$ cat config.mk
export PLATFORM = sky130hd
export DESIGN_NAME = spi_controller
export DESIGN_NICKNAME = d
export VERILOG_FILES = /design/src/rtl/spi_controller.sv
export SDC_FILE = /design/constraint.sdc
export NUM_CORES = 1
export LEC_CHECK = 0
export BUFFER_PORTS_ARGS = -buffer_cell sky130_fd_sc_hd__buf_2
export CORE_MARGIN = 2
export CORE_UTILIZATION = 38
export CTS_BUF_LIST = sky130_fd_sc_hd__clkbuf_8
export DETAILED_ROUTE_END_ITERATION = 16
export GPL_ROUTABILITY_DRIVEN = 0
export PLACE_DENSITY = 0.53
export SLEW_MARGIN = 20
export SYNTH_ARGS = -nofsm -noshare
export SYNTH_HDL_FRONTEND = slang
export SYNTH_SLANG_ARGS = --single-unit
$ cat constraint.sdc
create_clock -name clk -period 6.6 [get_ports clk]
set_input_delay 0.66 -clock clk [delete_from_list [all_inputs] [get_ports clk]]
set_output_delay 0.66 -clock clk [all_outputs]
set_load 0.005 [all_outputs]
$ cat src/rtl/spi_controller.sv
// SPI mode-0 initiator: one 16-bit {rw, addr[6:0], data[7:0]} frame per
// request, MSB first, with a request/response handshake around each frame.
// The read byte is shifted in from CIPO during the data byte.
`timescale 1ns/1ps
module spi_controller #(
  parameter int CLK_DIV  = 4,
  parameter int CS_SETUP = 2,
  parameter int CS_HOLD  = 2,
  parameter int CS_IDLE  = 4
) (
  input  logic       clk,
  input  logic       rst_n,
  input  logic       req_valid,
  output logic       req_ready,
  input  logic       req_rw,
  input  logic [6:0] req_addr,
  input  logic [7:0] req_wdata,
  output logic       rsp_valid,
  output logic [7:0] rsp_rdata,
  output logic       busy,
  output logic       spi_sclk,
  output logic       spi_copi,
  output logic       spi_cs,
  input  logic       spi_cipo
);

  typedef enum logic [2:0] {
    S_IDLE,
    S_SETUP,
    S_LOW,
    S_HIGH,
    S_HOLD,
    S_GAP
  } state_t;

  // Phase-counter reload values: each phase runs for (load + 1) cycles.
  // The IDLE cycle in which the next request is taken counts as the last
  // cs-high cycle, so the GAP phase itself lasts CS_IDLE-1 cycles.
  localparam logic [7:0] SETUP_LOAD = 8'(CS_SETUP - 1);
  localparam logic [7:0] DIV_LOAD   = 8'(CLK_DIV - 1);
  localparam logic [7:0] HOLD_LOAD  = 8'(CS_HOLD - 1);
  localparam logic [7:0] GAP_LOAD   = (CS_IDLE > 1) ? 8'(CS_IDLE - 2) : 8'd0;

  state_t      state_q, state_d;
  logic [7:0]  cnt_q, cnt_d;
  logic [3:0]  bit_idx_q, bit_idx_d;
  logic [15:0] frame_q, frame_d;
  logic [7:0]  rx_q, rx_d;
  logic        cs_q, cs_d;
  logic        sclk_q, sclk_d;
  logic        copi_q, copi_d;
  logic        ready_q, ready_d;
  logic        busy_q, busy_d;
  logic        rsp_valid_q, rsp_valid_d;
  logic [7:0]  rdata_q, rdata_d;
  logic        cnt_done;

  assign cnt_done = (cnt_q == 8'd0);

  // Next-state and next-output computation for the frame sequencer.
  always_comb begin
    state_d     = state_q;
    cnt_d       = cnt_q;
    bit_idx_d   = bit_idx_q;
    frame_d     = frame_q;
    rx_d        = rx_q;
    cs_d        = cs_q;
    sclk_d      = sclk_q;
    copi_d      = copi_q;
    ready_d     = ready_q;
    busy_d      = busy_q;
    rsp_valid_d = 1'b0;
    rdata_d     = rdata_q;

    case (state_q)
      S_IDLE: begin
        if (req_valid && ready_q) begin
          frame_d   = {req_rw, req_addr, req_wdata};
          bit_idx_d = 4'd15;
          rx_d      = 8'h00;
          cnt_d     = SETUP_LOAD;
          cs_d      = 1'b0;
          copi_d    = req_rw;
          ready_d   = 1'b0;
          busy_d    = 1'b1;
          state_d   = S_SETUP;
        end
      end

      S_SETUP: begin
        if (cnt_done) begin
          cnt_d   = DIV_LOAD;
          state_d = S_LOW;
        end else begin
          cnt_d = cnt_q - 8'd1;
        end
      end

      S_LOW: begin
        if (cnt_done) begin
          // Rising sclk edge: capture CIPO only during the data byte.
          sclk_d  = 1'b1;
          cnt_d   = DIV_LOAD;
          state_d = S_HIGH;
          if (bit_idx_q <= 4'd7) begin
            rx_d = {rx_q[6:0], spi_cipo};
          end
        end else begin
          cnt_d = cnt_q - 8'd1;
        end
      end

      S_HIGH: begin
        if (cnt_done) begin
          // Falling sclk edge: COPI advances together with it.
          sclk_d = 1'b0;
          if (bit_idx_q == 4'd0) begin
            copi_d  = 1'b0;
            cnt_d   = HOLD_LOAD;
            state_d = S_HOLD;
          end else begin
            bit_idx_d = bit_idx_q - 4'd1;
            copi_d    = frame_q[bit_idx_q - 4'd1];
            cnt_d     = DIV_LOAD;
            state_d   = S_LOW;
          end
        end else begin
          cnt_d = cnt_q - 8'd1;
        end
      end

      S_HOLD: begin
        if (cnt_done) begin
          cs_d        = 1'b1;
          rsp_valid_d = 1'b1;
          rdata_d     = frame_q[15] ? 8'h00 : rx_q;
          if (CS_IDLE > 1) begin
            cnt_d   = GAP_LOAD;
            state_d = S_GAP;
          end else begin
            cnt_d   = 8'd0;
            ready_d = 1'b1;
            busy_d  = 1'b0;
            state_d = S_IDLE;
          end
        end else begin
          cnt_d = cnt_q - 8'd1;
        end
      end

      S_GAP: begin
        if (cnt_done) begin
          ready_d = 1'b1;
          busy_d  = 1'b0;
          state_d = S_IDLE;
        end else begin
          cnt_d = cnt_q - 8'd1;
        end
      end

      default: begin
        cs_d    = 1'b1;
        sclk_d  = 1'b0;
        copi_d  = 1'b0;
        ready_d = 1'b1;
        busy_d  = 1'b0;
        cnt_d   = 8'd0;
        state_d = S_IDLE;
      end
    endcase
  end

  // State and registered outputs; reset drops any frame in flight at once.
  always_ff @(posedge clk or negedge rst_n) begin
    if (!rst_n) begin
      state_q     <= S_IDLE;
      cnt_q       <= 8'd0;
      bit_idx_q   <= 4'd0;
      frame_q     <= 16'h0000;
      rx_q        <= 8'h00;
      cs_q        <= 1'b1;
      sclk_q      <= 1'b0;
      copi_q      <= 1'b0;
      ready_q     <= 1'b1;
      busy_q      <= 1'b0;
      rsp_valid_q <= 1'b0;
      rdata_q     <= 8'h00;
    end else begin
      state_q     <= state_d;
      cnt_q       <= cnt_d;
      bit_idx_q   <= bit_idx_d;
      frame_q     <= frame_d;
      rx_q        <= rx_d;
      cs_q        <= cs_d;
      sclk_q      <= sclk_d;
      copi_q      <= copi_d;
      ready_q     <= ready_d;
      busy_q      <= busy_d;
      rsp_valid_q <= rsp_valid_d;
      rdata_q     <= rdata_d;
    end
  end

  assign req_ready = ready_q;
  assign busy      = busy_q;
  assign rsp_valid = rsp_valid_q;
  assign rsp_rdata = rdata_q;
  assign spi_cs    = cs_q;
  assign spi_sclk  = sclk_q;
  assign spi_copi  = copi_q;

endmodule

==> Yosys cells after proc, flatten, opt, wreduce, memory -nomap -nowiden <==
Index checks and enable logic that the tools add are counted.
{ "word_totals": {"register_bits": 53, "latchBits": 0, "ram_bits": 0, "mem_bits_ro": 0, "in_bits": 20, "out_inout_bits": 14, "wordCells": 95, "n_memories": 0} }
{ "op_classes": {"n_addsub": 2, "n_mul": 0, "div": 0, "n_lt_le_gt_ge": 2, "eq_ne": 14, "shifts": 0, "muxes": 40, "bitwise": 4, "n_reduce_logical": 21} }
{ "ops": {"columns": ["cell", "count"], "rows": [
  ["$mux 8", 9],
  ["$pmux 8 s5", 1],
  ["$mux 3", 7],
  ["$ne 2x2->1 const B", 9],
  ["$pmux 3 s6", 1],
  ["$pmux 8 s2", 1],
  ["$reduce_or 4->1", 4],
  ["$pmux 1 s3", 5],
  ["$mux 4", 3],
  ["$reduce_and 3->1", 4],
  ["$mux 1", 10],
  ["$logic_not 8->1", 1],
  ["$pmux 4 s2", 1],
  ["$reduce_and 4->1", 2],
  ["$sub 8x1->8 const B", 1],
  ["$eq 3x2->1 const B", 2],
  ["$eq 3x3->1 const B", 2],
  ["$reduce_and 2->1", 3],
  ["$reduce_and 6->1", 1],
  ["$lt 4x5->1 const B", 1],
  ["$bmux 1 s4", 1],
  ["$le 4x3->1 const B", 1],
  ["$logic_not 4->1", 1],
  ["$not 1->1", 4],
  ["other kinds (7)", 8]
]} }

==> Longest topological paths before layout <==
Gate-level depths: netlist of the first run.
{ "logic_depth": {"depth_word": 6, "depth_mapped": 9, "ltp_nobuf": 7} }

==> Worst setup path before layout of the first run <==
Ideal clock, no wire load.
{ "synth_path": {"kind": "register to register", "startpoint": "register cnt_q[0]", "endpoint": "register cnt_q[5]", "setup_time_ps": 133, "t_arrival_ps": 2007, "required_ps": 6467, "slack_ps": 4461, "path_stages_with_launch": 8, "path_buffers": 0, "period_less_slack_ps": 2139, "cell_sequence": "dfrtp_1 inv_1 ha_1 nor4bb_1 nor3b_1 or4b_2 xor2_1 nor2_1"} }
{ "synth_between": {"elab_chain_cells": 3, "elab_cells_between_ends": 9, "cone_classes": "add/sub (1); eq/ne (1); mux (5); reduce/logical (2)"} }
{ "synth_rtl": {"columns": ["item", "line_no", "source"], "rows": [
  ["from (decl)", "45", "logic [7:0] cnt_q, cnt_d;"],
  ["from (signal assigned)", "190", "cnt_q <= cnt_d;"],
  ["$sub 8x1->8 / $logic_not 8->1 (equally long branches)", null, null],
  ["$mux 8 (tied with other cells)", "152", "if (cnt_done) begin"],
  ["$pmux 8 s5 / $reduce_and 2->1 (equally long branches)", null, null]
]} }
Several ways; a longest one is shown, not always the timed one. The select of a mux whose other input is x is not followed.
A chain may end at the register's enable or synchronous reset.

==> Worst setup path in the final report of the first run <==
{ "layout_path": {"startpoint": "register state_q[1]", "endpoint": "register copi_q, in the netlist spi_copi"} }
{ "layout_between": {"elab_chain_cells": 4, "elab_cells_between_ends": 12, "cone_classes": "eq/ne (7); mux (1); bitwise (1); reduce/logical (3)"} }
{ "layout_rtl": {"columns": ["item", "line_no", "source"], "rows": [
  ["from (decl)", "44", "state_t state_q, state_d;"],
  ["from (signal assigned)", "189", "state_q <= state_d;"],
  ["$eq 3x3->1 (tied with other cells)", "75", "case (state_q)"],
  ["$reduce_or 4->1 (no line)", null, null],
  ["$not 1->1 (no line)", null, null],
  ["$reduce_and 3->1 (no line)", null, null],
  ["to (signal assigned)", "196", "copi_q <= copi_d;"],
  ["to (decl)", "51", "logic copi_q, copi_d;"]
]} }
Several ways; a longest one is shown, not always the timed one.

==> results_dict.tcl, run 1 <==
set metrics [dict create \
    worst_hold_path_type "in2async" \
    ys_async_sr_fraction 1.00 \
    criticalPathCategory "reg2reg" \
    stdcell_count 380 \
    synth_area_leaders "dfrtp_1 (47%), mux2_2 (6.7%), mux2i_1 (4.8%)" \
    finalCritPeriodShare 0.393 \
    synth_top_family_by_area "simple AND/OR/NAND/NOR gates" \
    synth_xor_area_frac 0.0227 \
    antenna_found_initial 0 \
    rsz0062_at_grt "no" \
    drt_iter0_drc 112 \
    clock-root-buffer "clkbuf_8" \
    insertion_delay_ns 0.31 \
    pin_count 34 \
    synthToLayoutAreaGrowth_pct 11.1 \
    synth_edf_count 0 \
    arrival_ns 2.83 \
    yosys_register_bits 53 \
    reg2regPathDepth 5 \
    clock-skew-final_ns 0.0123 \
    endpoint_kind "flop" \
    first_pass_iters 4 \
    initial_core_util 0.395 \
    dr_wl_met2_mm 2.23 \
    r2r_setup_slack_ns 4.00 \
    wl_met1_mm 2.56 \
    setup-violations-final 0 \
    yosysTopAreaCell "dfrtp_1" \
    synthSimpleGateAreaFrac 0.166 \
    endpoint "spi_copi" \
    drive_gt1_frac 0.229 \
    core_area_um2 6830 \
    synth_warnings 0 \
    routed_via_density 5.00 \
    tightest_slew_ns 1.04 \
    r2r_start "state_q[1]" \
    die_h_um 88.3 \
    grt_pass1_vias 1843 \
    max_slew_margin 0.303 \
    synthFlopType "dfrtp_1" \
    drv_cap 0 \
    grt_first_pass_wirelength_mm 8.85 \
    grt_overflow 0 \
    fin_ws_ns 4.00 \
    diodes 0 \
    die_x_um 88.3 \
    place_worst_setup_slack_ns 4.00 \
    synth_area_um2 2700 \
    worstReg2RegEnd "spi_copi" \
    cts.clk_slew.worst_paths_ns 0.10 \
    post_drt_wl_per_cell_um 13.3 \
    synthMuxAreaShare 0.119 \
    post_cts_resized 0 \
    postSynthCellCount 257 \
    via_count 1901 \
    nets 306 \
    drt_wl_total_mm 5.06 \
    fin_crit_ns 2.60 \
    synth_fa_ha_area_frac 0.0139 \
    fin_setup_tns_ns 0 \
    synthesis.nets 280 \
    die-area_um2 7800 \
    crit_start "state_q[1]" \
    seq_area_frac_synth 0.492 \
    cts_tree "yes" \
    cts_made_buffers 5 \
    nFillCells 693 \
    grt_max_degree 54 \
    grt_usage 0.144 \
    drt.antenna.violating_nets 0 \
    status "completed" \
    cts_setup_buffers 0 \
    maxSlewViolCount 0 \
    postCtsHoldBufs 0 \
    synth.top_cell.area_share 0.472 \
    dpl.hpwl_mm 3.48 \
    cts_max_level 2 \
    synth_compound_area_frac 0.135 \
    cp-start-kind "flop" \
    place_inst 372 \
    hold_viol_final 0 \
    clockBufferDepth 2 \
    ys_types 52 \
    p_leak_nw 1.38 \
    power_density_nw_per_um2 172 \
    cp_data_required_time_ns 6.83 \
    path_max_fanout 24 \
    wl_met3_um 215 \
    post-route-drc-count 0 \
    port_buffers 33 \
    clkSinkCount 53 \
    syn_avg_cell_area_um2 10.5 \
    top_layer_used "met4" \
    fp-row-count 30 \
    vdd_drop_max_mv 0.0882 \
    max_freq_ghz 0.385 \
]
==> layer usage <==
metal  track usage  vias up
met4        0.0331        0
met2         0.230       37
li1              -      968
met1         0.203      891
met5             0        -
met3        0.0317        5
==> cell type report <==
cell class | instances | area (µm²) | share of cell area
multi-input combinational | 174 | 1240 | 0.412
clock buffer | 5 | 68.8 | 0.0229
inverter | 15 | 56.3 | 0.0188
sequential | 53 | 1330 | 0.443
clock inverter | 3 | 18.8 | 0.00625
timing repair buffer | 34 | 173 | 0.0575
tap | 96 | 120 | 0.0400
==> registers in the layout (all words and copies together) (netlist names) <==
signal and cells:
state_q 3, rsp_valid 1, spi_copi 1, busy 1, bit_idx_q 4, rsp_rdata 8
frame_q 16, spi_sclk 1, rx_q 8, cnt_q 8, spi_cs 1, req_ready 1
==> cell usage in the layout, fill, tap and decap left out, drive strengths merged, types with 3 or more instances in the layout <==
cell,n
a2111oi,5
a21oi,7
a31oi,7
and2,3
buf,34
clkbuf,5
dfrtp,51
ha,3
inv,16
mux2,17
mux2i,13
nand2,24
nand2b,5
nand3,4
nor2,16
nor2b,8
nor3,6
nor4,5
o21ai,3
o22ai,3
o31ai,8
or3,4
xnor2,5
==> cells by family (layout without fill, tap and decap cells) <==
logic type	Yosys count	after routing
AO/OA/AOI/OAI	49	49
XOR/XNOR	7	7
adder cells (fa/ha/maj)	3	3
buffers and inverters	30	57
flip-flops	53	53
multiplexers	30	30
AND/OR/NAND/NOR	85	85
==> power by group <==
part	internal (W)	switching, W	total [W]
registers	0.000324	0	0.000324
logic	0.00000439	0.00000794	0.0000123
clock network	0.0000734	0.000106	0.000180
total	0.000402	0.000114	0.000516
==> synth_stat cells (3+ instances only) <==
| master | instances |
|---|---|
| xnor2_1 | 5 |
| o21ai_0 | 3 |
| a21oi_1 | 7 |
| ha_1 | 3 |
| nor3_1 | 6 |
| buf_6 | 3 |
| a2111oi_0 | 5 |
| mux2_2 | 16 |
| dfrtp_1 | 51 |
| a31oi_1 | 7 |
| nand2_1 | 24 |
| or3_1 | 4 |
| and2_1 | 3 |
| nand2b_1 | 5 |
| mux2i_1 | 13 |
| nor4_1 | 5 |
| o31ai_1 | 8 |
| nor2b_1 | 8 |
| nor2_1 | 16 |
| buf_1 | 3 |
| inv_1 | 15 |
| clkbuf_1 | 6 |
| o22ai_1 | 3 |
| buf_2 | 3 |
| nand3_1 | 3 |
==> critical path: stages, from the launching register on <==
cell,delay (ns)
dfrtp_1,0.63
nor3_1,0.43
nor2b_2,0.91
nand3b_1,0.31
nor2_1,0.08
a41oi_1,0.15
==> worst min path at each step <==
| stage | start | endpoint | slack [ns] | cells after the start |
|---|---|---|---|---|
| CTS | rsp_rdata[0] | rsp_rdata[0] | 0.48 | 2 |
| finish | rst_n | cnt_q[2] | 0.47 | 2 |
| global route | rsp_rdata[3] | rsp_rdata[3] | 0.52 | 2 |
| detailed placement | rsp_rdata[7] | rsp_rdata[7] | 0.46 | 2 |
| global placement | rsp_rdata[6] | rsp_rdata[6] | 0.46 | 2 |
| floorplan | rst_n | bit_idx_q[0] | 0.36 | 0 |
==> through the flow <==
| stage | hold slack (ns) | instance area, µm² | utilization | power [W] |
|---|---|---|---|---|
| detailed placement | 0.462 | 2910 | 0.427 | 0.000344 |
| global placement | 0.456 | 2910 | 0.427 | 0.000344 |
| floorplan | 0.364 | 2700 | - | 0.000331 |
| CTS | 0.485 | 3000 | 0.439 | 0.000530 |
| finish | 0.470 | 3000 | 0.439 | 0.000516 |
| global route | 0.518 | 3000 | 0.439 | 0.000544 |
(Power assumes the default switching activity.)
==> run 2, diff against run 1 <==
ABC_AREA = 1   (was not set)
clock period = 2.67 ns   (was 6.6 ns; I/O delays follow)
==> run 2 against run 1 <==
Clock-buffer cell count rose by 2. Non-clock buffer count up 1. Synthesized cell count grew 33%. Cell count increased by 26%. Critical path depth is 6 higher. Sequential share of layout area shrank 2.0 points. First-iteration DRC count up 30%. Clock skew is 0.0025 ns lower. Combinational power increased to 2.6 times the previous value. Core utilization fell by 0.14 points. Clock power grew to 2.8 times the previous value. Die area up 2.6%. Critical path type unchanged. Critical endpoint is now rx_q[6]. Largest power group unchanged.
==> results_dict.tcl, run 2 <==
set metrics [dict create \
    status "completed" \
    yosys_register_bits 53 \
    cts_tree "yes" \
    crit_chain "inv_1 > ha_1 > inv_1 > nor3_2 > nand2_1 > buf_4 > nand2_2 > nand2_4 > nor2_8 > nand3_1 > nand2_1" \
    arrival_ns 2.19 \
    cp_data_required_time_ns 2.91 \
    max_stage_delay_ns 0.39 \
    critPathSlowestCell "dfrtp_1" \
    grt_usage 0.167 \
    post_drt_wl_per_cell_um 12.7 \
    synthSimpleGateAreaFrac 0.353 \
    drt_wl_total_mm 6.08 \
    seq_area_frac_synth 0.479 \
    max_freq_ghz 0.513 \
    diodes 0 \
    setup-violations-final 0 \
    pin_count 34 \
    synthFlopType "dfrtp_1" \
    p_comb_frac 0.024 \
    switching_share 0.215 \
    drv_cap 0 \
    cts_made_buffers 5 \
    synth_common_cells "nand2_1 (115), dfrtp_1 (51), nand3_1 (43), o21ai_0 (34), inv_1 (21)" \
    criticalPathCategory "reg2reg" \
    final_util 0.438 \
    cts_setup_buffers 0 \
    final_cell_mix "nand2_1 (115), dfrtp_1 (51), nand3_1 (43)" \
    ys_types 32 \
    synthMuxAreaShare 0 \
    p_leak_nw 1.67 \
    port_buffers 33 \
    synth_warnings 0 \
    insertion_delay_ns 0.31 \
    grt_first_pass_wirelength_mm 10.3 \
    postSynthCellCount 343 \
    regMostFlops "frame_q" \
    max_slew_margin 0.540 \
    path_max_fanout 16 \
    synth_area_um2 2780 \
    vdd_drop_max_mv 0.188 \
    drt_iter0_drc 146 \
    synth_top_family_by_area "simple AND/OR/NAND/NOR gates" \
    synth.most_common_cell "nand2_1" \
    drt.antenna.violating_nets 0 \
    finalCritPeriodShare 0.729 \
    cp_top_family "simple AND/OR/NAND/NOR gates" \
    routed_via_density 4.82 \
    hold_viol_final 0 \
    post_cts_resized 0 \
    synth_edf_count 0 \
    tightest_slew_ns 0.690 \
    p_clk_frac 0.376 \
    grt_max_degree 54 \
    die_x_um 89.5 \
    clkSinkCount 53 \
    synth.top_cell.area_share 0.460 \
    synthesis.nets 366 \
    synth_xor_area_frac 0.00631 \
    die_h_um 89.5 \
    drive_gt1_frac 0.203 \
    synth_compound_area_frac 0.0924 \
    antenna_found_initial 0 \
    intPower_w 0.00105 \
    nFillCells 767 \
    postCtsHoldBufs 0 \
    layout_commonest_cell "nand2_1" \
    clockBufferDepth 2 \
    cts.clk_slew.worst_paths_ns 0.10 \
    power_density_nw_per_um2 425 \
    path_buf_inv 3 \
    grt_pass1_vias 2156 \
    post-route-drc-count 0 \
    nets 402 \
    p_seq_frac 0.600 \
    grt_overflow 0 \
    first_pass_iters 5 \
    cts_max_level 2 \
    core_area_um2 7180 \
    yosysTopAreaCell "dfrtp_1" \
    ys_async_sr_fraction 1.00 \
    worst_hold_path_type "in2async" \
    maxSlewViolCount 0 \
    fin_setup_tns_ns 0 \
    cp-start-kind "flop" \
    synth_fa_ha_area_frac 0.0135 \
    clock-root-buffer "clkbuf_8" \
    fin_crit_ns 1.95 \
    clock-skew-final_ns 0.00981 \
    synthToLayoutAreaGrowth_pct 13.2 \
    synth_area_leaders "dfrtp_1 (46%), nand2_1 (16%), nand3_1 (7.8%)" \
    p_switching_w 0.000288 \
    endpoint_kind "flop" \
    rsz0062_at_grt "no" \
    die-area_um2 8010 \
    dpl.hpwl_mm 4.38 \
    syn_avg_cell_area_um2 8.09 \
    fp-row-count 31 \
    largest_register_ffs 16 \
    via_count 2311 \
    initial_core_util 0.387 \
]
==> run 2: power groups by stage <==
stage	logic, W	registers (W)	clock network (W)
6_report	0.0000319	0.000802	0.000502
5_1_grt	0.0000376	0.000802	0.000547
4_1_cts	0.0000340	0.000802	0.000519
3_5_place_dp	0.0000341	0.000818	0
3_3_place_gp	0.0000335	0.000818	0
2_1_floorplan	0.00000169	0.000818	0
==> run 2: final cells by class <==
class                   instances  area (µm²)  area share
repair buffers                 35         180      0.0573
flip-flops and latches         53        1330       0.423
clock buffers                   7        96.3      0.0307
clock inverters                 1        5.00     0.00159
inverters                      30         118      0.0374
multi-input cells             254        1290       0.411
well taps                      99         124      0.0394
==> run 2: path summary, 6_finish.rpt <==
kind | endpoint | cells after the start | slack [ns] | startpoint
max in group asynchronous | cnt_q[2] | 2 | 2.13 | rst_n
worst max register to register | rx_q[6] | 11 | 0.72 | cnt_q[0]
min in group clk | frame_q[4] | 3 | 0.14 | req_wdata[4]
worst max-delay path | rx_q[6] | 11 | 0.72 | cnt_q[0]
worst min register to register | frame_q[3] | 2 | 0.49 | frame_q[3]
worst min-delay path | frame_q[13] | 2 | 0.06 | rst_n
==> run 2: metal layers <==
layer  global-route usage  vias to the layer above  share of wire
met5                    0                        -              0
met4               0.0448                        0          0.013
met3               0.0305                        6          0.032
met2                0.257                       38           0.45
met1                0.244                     1078           0.51
li1                     -                     1189              -
==> run 2: kinds of logic after synthesis <==
| logic type | after synthesis |
|---|---|
| AND/OR/NAND/NOR | 200 |
| flip-flops | 53 |
| AO/OA/AOI/OAI | 49 |
| buffers and inverters | 36 |
| adder cells (fa/ha/maj) | 3 |
| XOR/XNOR | 2 |
==> run 2: metrics by stage <==
step	hold slack (ns)	total power, W	setup WS, ns	cells	area [µm²]
floorplan	-0.0286	0.000820	1.06	343	2780
global placement	0.445	0.000851	0.748	471	3040
detailed placement	0.450	0.000852	0.772	471	3040
CTS	0.106	0.00136	0.734	479	3140
global route	0.139	0.00139	0.517	479	3140
finish	0.0602	0.00134	0.722	479	3140
==> run 2: worst reg2reg max path, cell delays in order (launching register included) <==
cell,delay [ns]
dfrtp_1,0.39
inv_1,0.14
ha_1,0.17
inv_1,0.04
nor3_2,0.15
nand2_1,0.21
buf_4,0.26
nand2_2,0.10
nand2_4,0.10
nor2_8,0.15
nand3_1,0.08
nand2_1,0.07
==> run 3, diff against run 2 <==
PLACE_DENSITY = 0.55   (was 0.53)
clock period = 1.6 ns   (was 2.67 ns; I/O delays follow)
==> run 3 against run 2 <==
Clock-buffer cell count fell by 2. Sequential share of layout area shrank 3.7 points. Critical endpoint is now rx_q[7]. Largest power group unchanged. Die area unchanged. Cell count grew 4.8%. Setup slack worse by 0.71 ns.
==> results_dict.tcl, run 3 (synthesized netlist as in run 2, its figures left out) <==
set metrics [dict create \
    status "completed" \
    power_w 0.00213 \
    endpoint "rx_q[7]" \
    drt_wl_total_mm 6.67 \
    grt_usage 0.181 \
    p_seq_frac 0.628 \
    endpoint_kind "flop" \
    crit_start "cnt_q[1]" \
    port_buffers 33 \
    cp_top_family "simple AND/OR/NAND/NOR gates" \
    setup-violations-final 0 \
    register_area_um2 1330 \
    intPower_w 0.00166 \
    cp-start-kind "flop" \
    stdcell_count 502 \
    max_freq_ghz 0.631 \
    max_stage_delay_ns 0.40 \
    p_clk_frac 0.343 \
    clkSinkCount 53 \
    cp_data_required_time_ns 1.84 \
    critPathSlowestCell "dfrtp_1" \
    first_pass_iters 4 \
    cts_made_buffers 5 \
    r2r_setup_slack_ns 0.02 \
    pin_count 34 \
    tightest_slew_ns 0.555 \
    antenna_found_initial 0 \
    p_leak_nw 1.80 \
    diodes 0 \
    arrival_ns 1.83 \
    regMostFlops "frame_q" \
    clock-root-buffer "clkbuf_8" \
    core_area_um2 7180 \
    switching_share 0.223 \
    drive_gt1_frac 0.280 \
    insertion_delay_ns 0.31 \
    die-area_um2 8010 \
    die_x_um 89.5 \
    fp-row-count 31 \
    power_density_nw_per_um2 618 \
    via_count 2424 \
    worst_hold_path_type "in2reg" \
    grt_first_pass_wirelength_mm 11.3 \
    cts_tree "yes" \
    post-route-drc-count 0 \
    p_switching_w 0.000474 \
    drt.antenna.violating_nets 0 \
    fin_crit_ns 1.58 \
    die_h_um 89.5 \
    drv_cap 0 \
    vdd_drop_max_mv 0.268 \
    cts_max_level 2 \
    final_util 0.480 \
    post_drt_wl_per_cell_um 13.3 \
    maxSlewViolCount 0 \
    crit_chain "inv_2 > ha_4 > inv_2 > nor3_4 > nand2_2 > buf_6 > nand2_8 > nand2_8 > nor2_8 > nand3_1 > nand2_1" \
    cts.clk_slew.worst_paths_ns 0.10 \
    final_cell_mix "nand2_1 (114), dfrtp_1 (51), nand3_1 (34), buf_2 (34), o21ai_0 (31)" \
    layout_commonest_cell "nand2_1" \
    multi_input_area_um2 1420 \
    criticalPathCategory "reg2reg" \
    drt_iter0_drc 124 \
    dpl.hpwl_mm 4.49 \
    worstReg2RegEnd "rx_q[7]" \
    crit_cells 11 \
    path_buf_inv 3 \
    initial_core_util 0.387 \
    path_max_fanout 8 \
    largest_register_ffs 16 \
    synthToLayoutAreaGrowth_pct 24.1 \
    rsz0062_at_grt "yes" \
    r2r_start "cnt_q[1]" \
    grt_overflow 0 \
    routed_via_density 4.83 \
    max_slew_margin 0.630 \
    p_comb_frac 0.028 \
    clockBufferDepth 2 \
    nets 425 \
    grt_max_degree 54 \
    nFillCells 717 \
    reg2regPathDepth 11 \
    finalCritPeriodShare 0.990 \
    grt_pass1_vias 2410 \
    place_inst 483 \
    clock-skew-final_ns 0.0101 \
    hold_viol_final 0 \
]
run 3: cell count changes in the layout (fill, tap and decap cells not counted), moves of 3 or more:
cell,before,now
o21ai_0,34,31
buf_4,2,18
o21ai_1,6,9
nand3_1,43,34
nand3_2,5,12
inv_2,6,9
run 3: layout make-up:
type	instances	area share
Timing Repair Buffer	56	0.106
Clock inverter	3	0.00327
Tap cell	99	0.0359
Sequential cell	53	0.386
Inverter	30	0.0356
Multi-Input combinational cell	256	0.413
Clock buffer	5	0.0200
run 3: worst min path at each step:
stage | slack [ns] | cells after the start | to | start
after floorplan | -0.14 | 0 | bit_idx_q[0] | rst_n
after global placement | 0.19 | 2 | frame_q[6] | rst_n
after detailed placement | 0.18 | 2 | state_q[1] | rst_n
after CTS | 0.03 | 3 | frame_q[5] | req_wdata[5]
after global routing | 0.04 | 3 | frame_q[9] | req_addr[1]
final | 0.04 | 3 | frame_q[5] | req_wdata[5]
run 3: stage by stage:
| step | hold WS, ns | cell area [µm²] | setup WS, ns | TNS, ns |
|---|---|---|---|---|
| floorplan | -0.136 | 2780 | 0.0264 | 0 |
| global placement | 0.185 | 3160 | -0.0455 | -0.153 |
| detailed placement | 0.182 | 3160 | -0.0554 | -0.401 |
| CTS | 0.0327 | 3320 | -0.0289 | -0.162 |
| global route | 0.0433 | 3450 | -0.0815 | -0.680 |
| finish | 0.0383 | 3450 | 0.0154 | 0 |
run 3: power groups by stage:
| stage | registers [W] | logic, W | clock network, W |
|---|---|---|---|
| 6_report | 0.00134 | 0.0000603 | 0.000731 |
| 5_1_grt | 0.00134 | 0.0000694 | 0.000812 |
| 4_1_cts | 0.00134 | 0.0000634 | 0.000759 |
| 3_5_place_dp | 0.00136 | 0.0000614 | 0 |
| 3_3_place_gp | 0.00136 | 0.0000614 | 0 |
| 2_1_floorplan | 0.00137 | 0.00000283 | 0 |
run 3: routing by layer:
metal	routed length [µm]	track usage	share of wire	up-vias
li1	-	-	-	1232
met1	3210	0.248	0.48	1146
met2	3200	0.300	0.48	40
met3	198	0.0277	0.030	6
met4	71	0.0475	0.011	0
met5	0	0	0	-
run 3: worst reg2reg max path, cell delays in order, from the launching register on:
cell and delay (ns):
dfrtp_1 0.40, inv_2 0.08, ha_4 0.13, inv_2 0.04, nor3_4 0.13, nand2_2 0.09, buf_6 0.15, nand2_8 0.10
nand2_8 0.07, nor2_8 0.18, nand3_1 0.09, nand2_1 0.06
run 3: timing repair:
action	4_1_cts	5_1_grt
hold buffers	1	0
cloned	2	1
endpoints found under the setup margin	24	35
buffers inserted	3	4
endpoints found under the hold margin	51	0
resized for setup	9	21
pin swaps	5	12
